File: src/rtl/vram_arb_pkg.sv
// Shared types and defaults for the VRAM1 access arbiter.
package vram_arb_pkg;

    localparam int unsigned AW_DEF    = 12;
    localparam int unsigned DW_DEF    = 8;
    localparam int unsigned BURST_DEF = 8;

    typedef enum logic [2:0] {
        ST_IDLE,
        ST_VBURST,
        ST_CPU_WR,
        ST_CPU_RD,
        ST_CPU_RDCAP
    } state_e;

    // Beat counter width for a burst of the given length (clog2, at least 1).
    function automatic int unsigned bcnt_w(input int unsigned burst);
        return (burst < 32'd2) ? 32'd1 : 32'($clog2(burst));
    endfunction

endpackage

File: src/rtl/vram_burst_cnt.sv
// Video burst address/beat generator: loads a base, steps with wrap, flags the final beat.
module vram_burst_cnt
    import vram_arb_pkg::*;
#(
    parameter int unsigned AW    = AW_DEF,
    parameter int unsigned BURST = BURST_DEF
) (
    input  logic          clk_i,
    input  logic          rst_i,
    input  logic          load_i,
    input  logic [AW-1:0] base_i,
    input  logic          adv_i,
    output logic [AW-1:0] next_addr_c_o,
    output logic          last_c_o
);

    localparam int unsigned CW = bcnt_w(BURST);

    logic [AW-1:0] addr_q, addr_d;
    logic [CW-1:0] cnt_q, cnt_d;

    always_ff @(posedge clk_i or posedge rst_i) begin
        if (rst_i) begin
            addr_q <= '0;
            cnt_q  <= '0;
        end else begin
            addr_q <= addr_d;
            cnt_q  <= cnt_d;
        end
    end

    always_comb begin
        addr_d = addr_q;
        cnt_d  = cnt_q;
        if (load_i) begin
            addr_d = base_i;
            cnt_d  = '0;
        end else if (adv_i) begin
            addr_d = addr_q + AW'(1);
            cnt_d  = cnt_q + CW'(1);
        end
    end

    // Address wraps naturally at 2^AW.
    assign next_addr_c_o = addr_q + AW'(1);
    assign last_c_o      = (cnt_q == CW'(BURST - 1));

endmodule

File: src/rtl/vram1_access_arb.sv
// VRAM1 single-port arbiter: video bursts take priority over CPU byte accesses.
// Optional sticky overflow flag on o_VOVF is built when VRAM1_ARB_OVF_EN is defined.
module vram1_access_arb
    import vram_arb_pkg::*;
#(
    parameter int unsigned AW    = AW_DEF,
    parameter int unsigned DW    = DW_DEF,
    parameter int unsigned BURST = BURST_DEF
) (
    input  logic          i_MCLK,
    input  logic          i_RST,
    input  logic          i_CPU_REQ,
    input  logic          i_CPU_WE,
    input  logic [AW-1:0] i_CPU_ADDR,
    input  logic [DW-1:0] i_CPU_DIN,
    output logic          o_CPU_ACK,
    output logic [DW-1:0] o_CPU_DOUT,
    input  logic          i_VREQ,
    input  logic [AW-1:0] i_VADDR,
    output logic [DW-1:0] o_VDATA,
    output logic          o_VVALID,
    output logic          o_BUSY,
    output logic          o_VOVF,
    output logic [AW-1:0] o_RAM_ADDR,
    output logic [DW-1:0] o_RAM_DIN,
    output logic          o_RAM_WR_n,
    output logic          o_RAM_RD_n,
    input  logic [DW-1:0] i_RAM_DOUT
);

    state_e        state_q, state_d;
    logic [AW-1:0] ram_addr_q, ram_addr_d;
    logic [DW-1:0] ram_din_q, ram_din_d;
    logic          wr_n_q, wr_n_d;
    logic          rd_n_q, rd_n_d;
    logic          ack_q, ack_d;
    logic [DW-1:0] dout_q, dout_d;
    logic          vvalid_q, vvalid_d;
    logic          busy_q, busy_d;
    logic          pend_q, pend_d;
    logic [AW-1:0] pend_addr_q, pend_addr_d;

    logic          vid_start_c;
    logic [AW-1:0] vid_base_c;
    logic [AW-1:0] burst_next_c;
    logic          burst_last_c;

    assign vid_start_c = (state_q == ST_IDLE) && (pend_q || i_VREQ);
    assign vid_base_c  = pend_q ? pend_addr_q : i_VADDR;

    vram_burst_cnt #(
        .AW    (AW),
        .BURST (BURST)
    ) u_burst_cnt (
        .clk_i         (i_MCLK),
        .rst_i         (i_RST),
        .load_i        (vid_start_c),
        .base_i        (vid_base_c),
        .adv_i         (state_q == ST_VBURST),
        .next_addr_c_o (burst_next_c),
        .last_c_o      (burst_last_c)
    );

    always_ff @(posedge i_MCLK or posedge i_RST) begin
        if (i_RST) begin
            state_q     <= ST_IDLE;
            ram_addr_q  <= '0;
            ram_din_q   <= '0;
            wr_n_q      <= 1'b1;
            rd_n_q      <= 1'b1;
            ack_q       <= 1'b0;
            dout_q      <= '0;
            vvalid_q    <= 1'b0;
            busy_q      <= 1'b0;
            pend_q      <= 1'b0;
            pend_addr_q <= '0;
        end else begin
            state_q     <= state_d;
            ram_addr_q  <= ram_addr_d;
            ram_din_q   <= ram_din_d;
            wr_n_q      <= wr_n_d;
            rd_n_q      <= rd_n_d;
            ack_q       <= ack_d;
            dout_q      <= dout_d;
            vvalid_q    <= vvalid_d;
            busy_q      <= busy_d;
            pend_q      <= pend_d;
            pend_addr_q <= pend_addr_d;
        end
    end

    always_comb begin
        state_d     = state_q;
        ram_addr_d  = ram_addr_q;
        ram_din_d   = ram_din_q;
        wr_n_d      = 1'b1;
        rd_n_d      = 1'b1;
        ack_d       = 1'b0;
        dout_d      = dout_q;
        vvalid_d    = (state_q == ST_VBURST);
        pend_d      = pend_q;
        pend_addr_d = pend_addr_q;

        case (state_q)
            ST_IDLE: begin
                // The CPU request is ignored in the ACK cycle so a held REQ is not double-served.
                if (vid_start_c) begin
                    state_d    = ST_VBURST;
                    rd_n_d     = 1'b0;
                    ram_addr_d = vid_base_c;
                    pend_d     = 1'b0;
                end else if (i_CPU_REQ && !ack_q) begin
                    ram_addr_d = i_CPU_ADDR;
                    if (i_CPU_WE) begin
                        state_d   = ST_CPU_WR;
                        wr_n_d    = 1'b0;
                        ram_din_d = i_CPU_DIN;
                    end else begin
                        state_d = ST_CPU_RD;
                        rd_n_d  = 1'b0;
                    end
                end
            end
            ST_VBURST: begin
                if (burst_last_c) begin
                    state_d = ST_IDLE;
                end else begin
                    rd_n_d     = 1'b0;
                    ram_addr_d = burst_next_c;
                end
            end
            ST_CPU_WR: begin
                state_d = ST_IDLE;
                ack_d   = 1'b1;
            end
            ST_CPU_RD: begin
                state_d = ST_CPU_RDCAP;
            end
            ST_CPU_RDCAP: begin
                state_d = ST_IDLE;
                ack_d   = 1'b1;
                dout_d  = i_RAM_DOUT;
            end
            default: begin
                state_d = ST_IDLE;
            end
        endcase

        // One-deep queue for a video request that lands while the port is busy.
        if (i_VREQ && (state_q != ST_IDLE) && !pend_q) begin
            pend_d      = 1'b1;
            pend_addr_d = i_VADDR;
        end

        busy_d = (state_d != ST_IDLE);
    end

`ifdef VRAM1_ARB_OVF_EN
    logic vovf_q, vovf_d;

    always_comb begin
        vovf_d = vovf_q | (i_VREQ & pend_q);
    end

    always_ff @(posedge i_MCLK or posedge i_RST) begin
        if (i_RST) begin
            vovf_q <= 1'b0;
        end else begin
            vovf_q <= vovf_d;
        end
    end

    assign o_VOVF = vovf_q;
`else
    assign o_VOVF = 1'b0;
`endif

    assign o_CPU_ACK  = ack_q;
    assign o_CPU_DOUT = dout_q;
    assign o_VDATA    = i_RAM_DOUT;
    assign o_VVALID   = vvalid_q;
    assign o_BUSY     = busy_q;
    assign o_RAM_ADDR = ram_addr_q;
    assign o_RAM_DIN  = ram_din_q;
    assign o_RAM_WR_n = wr_n_q;
    assign o_RAM_RD_n = rd_n_q;

endmodule

File: config.mk
export PLATFORM = sky130hd
export DESIGN_NAME = vram1_access_arb
export DESIGN_NICKNAME = d
export VERILOG_FILES = /design/src/rtl/vram_arb_pkg.sv /design/src/rtl/vram_burst_cnt.sv /design/src/rtl/vram1_access_arb.sv
export SDC_FILE = /design/constraint.sdc
export NUM_CORES = 1
export LEC_CHECK = 0
export CAP_MARGIN = 10
export CORE_ASPECT_RATIO = 0.7
export CORE_UTILIZATION = 51
export CTS_BUF_LIST = sky130_fd_sc_hd__clkbuf_2
export CTS_CLUSTER_DIAMETER = 40
export DETAILED_ROUTE_END_ITERATION = 8
export HOLD_SLACK_MARGIN = 0.15
export PLACE_DENSITY = 0.89
export SETUP_SLACK_MARGIN = 0.5
export SYNTH_ARGS = -nofsm -noshare
export SYNTH_HDL_FRONTEND = slang
export SYNTH_HIERARCHICAL = 1
export SYNTH_SLANG_ARGS = --single-unit
File: constraint.sdc
create_clock -name i_MCLK -period 2.51 [get_ports i_MCLK]
set_clock_uncertainty 0.1 [all_clocks]
set_input_delay 0.6275 -clock i_MCLK [delete_from_list [all_inputs] [get_ports i_MCLK]]
set_output_delay 0.6275 -clock i_MCLK [all_outputs]
set_load 0.02 [all_outputs]
Word level (Yosys, flattened, before mapping) --
Cells that the tools add are included.
Storage, ports and cells: bits of input ports 45, register bits after elaboration 64
Operators by class: muxes and demuxes 27, add/subtract/negate cells 2, bitwise logic cells 1, eq/ne operators 7, reduce and logical (&&, ||, !) cells 18
Operators by type and width (count):
- $mux 12 | 6
- $pmux 12 s2 | 1
- $mux 3 | 5
- $mux 1 | 13
- $add 12x1->12 const B | 1
- $pmux 3 s3 | 1
- $reduce_bool 2->1 | 4
- $eq 3x2->1 const B | 2
- $eq 3x3->1 const B | 2
- $reduce_bool 3->1 | 2
- $logic_and 1x1->1 | 4
- $reduce_and 4->1 | 1
- $add 3x1->3 const B | 1
- $eq 3x1->1 const B | 1
- $logic_not 3->1 | 1
- $ne 3x1->1 const B | 1
- $reduce_and 3->1 | 1
- $logic_not 1->1 | 2
- $ne 2x2->1 const B | 1
- $pmux 1 s2 | 1
- $reduce_and 2->1 | 1
- $reduce_or 2->1 | 1
- $logic_or 1x1->1 | 1
- $not 1->1 | 1

Longest topological paths before layout --
Gate-level depths: netlist of run 1.
depth after elaboration 6, gate-level depth with buffers 9

Modules after synthesis --
The synthesis of run 1 kept the hierarchy.
Modules (own cells, without submodules):
- vram1_access_arb | cells each 184, instances 1, seq. area each 1228.7 µm², area an instance 2426.1 µm²
- vram_burst_cnt | cells each 109, instances 1, seq. area each 375.4 µm², area an instance 994.7 µm²

Worst setup path before layout of run 1 --
OpenSTA, ideal clock, no wires.
path type reg2reg, from reg state_q[1], to reg u_burst_cnt.addr_q[8], slack 398 ps, cell stages (with the launch flop) 9, data arrival time 1885 ps, cells stage by stage dfrtp_1 buf_2 nor3b_2 clkbuf_1 buf_4 nand2_1 nor4_2 xnor2_1 o21ai_0
On the way: elaborated cells on any way between the ends 5, classes of those cells eq/ne (1); mux (1); reduce/logical (3)
RTL lines:
- from (decl) | line vram1_access_arb.sv:31 | state_e state_q, state_d;
- from (signal assigned) | line vram1_access_arb.sv:78 | state_q <= state_d;
- $eq 3x1->1
- named net vvalid_d | line vram1_access_arb.sv:38 | logic vvalid_q, vvalid_d;
- $reduce_bool 2->1 (no source line)
- to (signal assigned) | line vram_burst_cnt.sv:27 | addr_q <= addr_d;
- to (decl) | line vram_burst_cnt.sv:19 | logic [AW-1:0] addr_q, addr_d;
The timed path passes the listed nets, and every way through them passes these cells. A chain may end at the register's enable or synchronous reset.

Worst setup path in the final report of run 1 --
from in i_RAM_DOUT[5], to out o_VDATA[5]
RTL lines:
- from (decl) | line vram1_access_arb.sv:28 | input logic [DW-1:0] i_RAM_DOUT
- to (decl) | line vram1_access_arb.sv:20 | output logic [DW-1:0] o_VDATA,
No word-level cell between the ends.

==> run metrics, run 1 <==
outcome complete, no violations; most common cell after layout, fill and taps aside dfrtp_1; fill count 416; Data required, critical path 1.78 ns; area of the multi-input gates 0.00164 mm^2; Initial Util 54.0%; Final Cell Area 0.00456 mm^2; CP endpoint kind primary output; Leak 2.02 nW; RSZ-0062 raised after global routing yes; commonest non-fill, non-tap cells in the layout dfrtp_1 (58), clkdlybuf4s50_1 (43), mux2_2 (39); Post-synth EDFFs 0; Worst slew margin 57.4%; First-pass DRT Iterations 5; largest net degree at the start of global routing 50; pwr dens 1090 mW/mm^2; via count 2707; total negative setup slack 0 ns; sequential share of the synthesized area 46.9%; initial antenna violation count 0; synthesized area per cell 11.7 um^2; GRT Overall Usage 24.0%; Worst VDD drop 445 uV; Largest stage delay, worst path 0.49 ns; crit start category input port; Hold-fix buffers, CTS 0; DIE AREA 0.00704 mm^2; synthesized instance count 293; Root Driver clkbuf_2; routability cong. 0.826; Total Routed Length 8930 um; Die Y 70.5 um; worst path buffer plus inverter count 2; # setup viols final 0; CP max stage cell clkdlybuf4s50_1; CTS Sinks 64; drt wl/cell 18.7 um; fmax 494 MHz; Final Max Tran Viols 0; synth top area cells dfrtp_1 (45%), mux2_2 (13%), mux2i_1 (4.4%); HPWL Detailed 5550 um; ordered cell list for the critical path clkdlybuf4s50_1 -> clkbuf_2; Cell Area, Synth 0.00342 mm^2; kind of critical path input port to primary output; layout cells sized above 1 33.7%; Synth Net Count 341; synthesis-to-layout area growth 33.2%; critical path's top delay family buffers and inverters; number of buffers created by CTS 9; total grt overflow 0; dpl cells 449; total core area 0.00634 mm^2; Placed Area 0.00427 mm^2; Setup Slack @ Placement 0.0432 ns; Synth area leader dfrtp_1; Yosys cell types 42; final non-filler cell total 477; Final Power 4.99 mW; final worst slack 0.485 ns; CTS tree yes; top-area cell type share of the netlist area 45.4%; die extent in x 99.9 um; initial DRC count 249; Fin. Hold Viols 0; # H-tree levels 3; Tmin final 2.03 ns; Yosys warnings 6; Crit Path Max Fanout 2; Hold Crit Class input port to register; ANT cells 0; PortBufs 85; Clock transition at path regs 0.17 ns; number of remaining DRC errors 0; Synth async-reset ratio 100%; Worst EP arrival 1.30 ns; antenna viol nets, final 0; Worst-Skew Late Latency 0.52 ns; first-pass GRT wire length 12900 um; MaxCap Viol Count 0; Nets 430; I/O pin total 87; row count 24; measured slew at the worst slew-check pin 0.637 ns; top_reg_cell synth dfrtp_1; period utilization 80.7%; vias in the first global route 2567; via/cell ratio 5.68; register area 0.00161 mm^2; Clock Path Buffers 2; Yosys reg bits 64
final timing paths:
kind,from,endpoint,slack [ns],cells past startpoint
min,i_RAM_DOUT[4],o_CPU_DOUT[4],0.35,2
max,i_RAM_DOUT[5],o_VDATA[5],0.48,2
max in group asynchronous,i_RST,u_burst_cnt/addr_q[4],1.46,2
min in group asynchronous,i_RST,pend_addr_q[0],0.36,3
min reg2reg,o_CPU_DOUT[5],o_CPU_DOUT[5],0.43,1
max reg2reg,u_burst_cnt/cnt_q[1],o_RAM_ADDR[10],0.50,8
registers in the layout, indices dropped and copies added, names as in the netlist, 3 cells and up:
signal / count
o_RAM_ADDR: 12
pend_addr_q: 12
u_burst_cnt/addr_q: 12
o_CPU_DOUT: 8
o_RAM_DIN: 8
state_q: 3
u_burst_cnt/cnt_q: 3
cell type report:
cell class,instances,area share [%]
well taps,91,2.50
inverters,20,1.65
clock buffers,10,1.10
flip-flops and latches,64,35.3
multi-input cells,182,36.0
repair buffers,105,22.9
clock inverters,5,0.577
report_power, final:
group / switching, mW / total, mW / internal, mW
Combinational: 1.40 / 2.69 / 1.29
Clock: 0.381 / 0.503 / 0.121
Sequential: 0.358 / 1.79 / 1.44
timing repair:
item | in CTS | in global routing
buffers inserted | 3 | 7
pin swaps | 1 | 5
endpoints found under the setup margin | 61 | 49
resized for setup | 77 | 55
gates cloned | 1 | 2
per-stage QoR:
step	utilization [%]	hold slack (ns)
after CTS	68.5	0.365
after detailed placement	67.4	0.389
after global routing	71.9	0.323
after global placement	67.4	0.368
final	71.9	0.351
after floorplan	-	0.375
routing by layer:
layer,part of all wire (%),vias up,global-route usage (%)
li1,-,1193,-
met4,2.5,0,8.82
met1,41,1343,32.4
met5,0,-,0
met3,8.2,27,5.31
met2,48,144,38.2
kinds of logic after synthesis:
family | Yosys count | synth area share [%]
compound gates | 29 | 8.12
xor+xnor | 23 | 5.89
fa+ha+maj | 3 | 1.10
buf+inv | 47 | 8.34
flops | 64 | 46.9
mux | 55 | 17.6
other cells | 1 | 0.110
simple gates | 71 | 12.0
Yosys cell counts, types with 2 or more instances:
cell type and number:
nand4_1 3, xor2_1 10, dfrtp_1 62, o221ai_2 10
nor4_2 3, dfstp_2 2, nor2_1 9, xnor2_1 13
nand2b_1 2, o21ai_1 2, o21ai_0 11, buf_4 14
o221ai_1 2, and3_1 2, mux2_2 39, nand2_1 17
nor2b_1 2, mux2i_1 15, ha_1 3, clkbuf_1 2
nor3_1 6, nor3b_2 2, nand3_1 18, buf_2 5
buf_6 3, inv_1 20
Note: power is estimated with default switching activity, not from simulation.
==> run 2, diff against run 1 <==
==> constraint.sdc (replaced) <==
create_clock -name i_MCLK -period 2 [get_ports i_MCLK]
set_clock_uncertainty 0.1 [all_clocks]
set_input_delay 0.5 -clock i_MCLK [delete_from_list [all_inputs] [get_ports i_MCLK]]
set_output_delay 0.5 -clock i_MCLK [all_outputs]
set_load 0.02 [all_outputs]
==> run 2 against run 1 <==
Utilization increased by 2.4 points. Sequential cell count unchanged. Design area increased by 3.3%. Die area unchanged. Global-route usage increased by 0.97 points. Critical path type is now register to register. First-iteration DRC count down 63%.
==> run metrics, run 2 (synthesized netlist as in run 1, its figures left out) <==
R2R cell count 8; initial DRC count 93; Initial Util 54.0%; Tmin final 1.93 ns; CP endpoint kind register; outcome complete, no violations; antenna viol nets, final 0; Fin. Hold Viols 0; Leak 2.10 nW; Final Max Tran Viols 0; layout cells sized above 1 41.2%; fmax 518 MHz; MaxCap Viol Count 0; Die Y 70.5 um; fill count 432; largest net degree at the start of global routing 50; Root Driver clkbuf_2; number of remaining DRC errors 0; RSZ-0062 raised after global routing yes; # setup viols final 0; row count 24; Hold-fix buffers, CTS 0; drt wl/cell 16.6 um; number of buffers created by CTS 9; Crit Reg-Reg Startpoint u_burst_cnt/cnt_q[1]; via/cell ratio 5.21; DIE AREA 0.00704 mm^2; initial antenna violation count 0; pwr dens 1330 mW/mm^2; synthesis-to-layout area growth 37.6%; I/O pin total 87; Worst-Skew Late Latency 0.51 ns; HPWL Detailed 5620 um; die extent in x 99.9 um; via count 2546; Data required, critical path 2.34 ns; total grt overflow 0; hold slack 0.248 ns; Clock transition at path regs 0.18 ns; final non-filler cell total 489; Clock Path Buffers 2; period utilization 96.5%; final worst slack 0.0696 ns; most used cell, CP buf_12; CTS tree yes; Crit Path Max Fanout 8; CP max stage cell dfrtp_1; critical path's top delay family compound AO/OA/AOI/OAI gates; dpl cells 460; commonest non-fill, non-tap cells in the layout dfrtp_1 (59), buf_6 (44), mux2_2 (36), clkdlybuf4s50_1 (36), buf_4 (23); first-pass GRT wire length 13300 um; most common cell after layout, fill and taps aside dfrtp_1; Total Routed Length 8110 um; kind of critical path register to register; worst r2r dst o_RAM_ADDR[10]; FF-to-FF setup slack 0.07 ns; GRT Overall Usage 25.0%; Nets 442; First-pass DRT Iterations 4; Worst EP arrival 2.27 ns; worst path buffer plus inverter count 2; CTS Sinks 64; Setup Slack @ Placement -0.195 ns; Hold Crit Class input port to async pin; Largest stage delay, worst path 0.42 ns; routability cong. 0.896; vias in the first global route 2706; total core area 0.00634 mm^2; PortBufs 85; # H-tree levels 3; ordered cell list for the critical path ha_2 -> ha_4 -> a211o_1 -> a31oi_4 -> buf_12 -> nand2b_4 -> buf_12 -> o221ai_2; crit start category register; Worst VDD drop 731 uV; ANT cells 0
run 2: repair_timing:
action                                  in CTS  in global routing
cloned                                       0                  1
buffers inserted                             7                  6
endpoints found under the setup margin     101                 91
endpoints found under the hold margin        0                  0
gates resized for setup                    256                  7
pin swaps                                    1                  0
run 2: layout make-up:
class	instances	area (um^2)	share of cell area [%]
inverters	20	78.8	1.67
multi-input cells	182	1610	34.1
flip-flops and latches	64	1610	34.1
clock buffers	10	50.0	1.06
clock inverters	5	26.3	0.558
repair buffers	117	1220	26.0
well taps	91	114	2.42
run 2: tightest hold or removal path, stage by stage:
cell,delay [ns]
clkdlybuf4s50_1,0.45
inv_1,0.07
buf_4,0.23
run 2: stage by stage:
stage	instance area [um^2]	total power [mW]	util, %	setup TNS [ns]
CTS	4600	6.12	72.6	0
detailed placement	4410	5.31	69.6	-4.18
finish	4710	6.24	74.3	0
global route	4710	6.66	74.3	-0.00516
floorplan	3540	4.42	-	0
global placement	4410	5.18	69.6	-2.19
run 2: how the worst max path moves through the flow:
stage	startpoint	endpoint	slack (ns)	cells after the start
2_1_floorplan	u_burst_cnt/cnt_q[0]	o_RAM_ADDR[0]	0.23	7
3_3_place_gp	i_RAM_DOUT[0]	o_VDATA[0]	-0.17	2
3_5_place_dp	i_RAM_DOUT[2]	o_VDATA[2]	-0.20	2
4_1_cts	u_burst_cnt/cnt_q[1]	o_RAM_ADDR[10]	0.10	7
5_1_grt	u_burst_cnt/cnt_q[1]	o_RAM_ADDR[2]	-0.005	8
6_report	u_burst_cnt/cnt_q[1]	o_RAM_ADDR[10]	0.07	8
run 2: metal layers:
| layer | global-route usage (%) | vias up | wire length (um) |
|---|---|---|---|
| li1 | - | 1206 | - |
| met1 | 31.8 | 1247 | 3470 |
| met2 | 40.6 | 78 | 4040 |
| met3 | 7.21 | 15 | 453 |
| met4 | 9.48 | 0 | 143 |
| met5 | 0 | - | 0 |
run 2: power by group:
group	switching (mW)	internal [mW]
sequential	0.465	1.80
clock	0.472	0.151
combinational	1.58	1.76
total	2.52	3.72
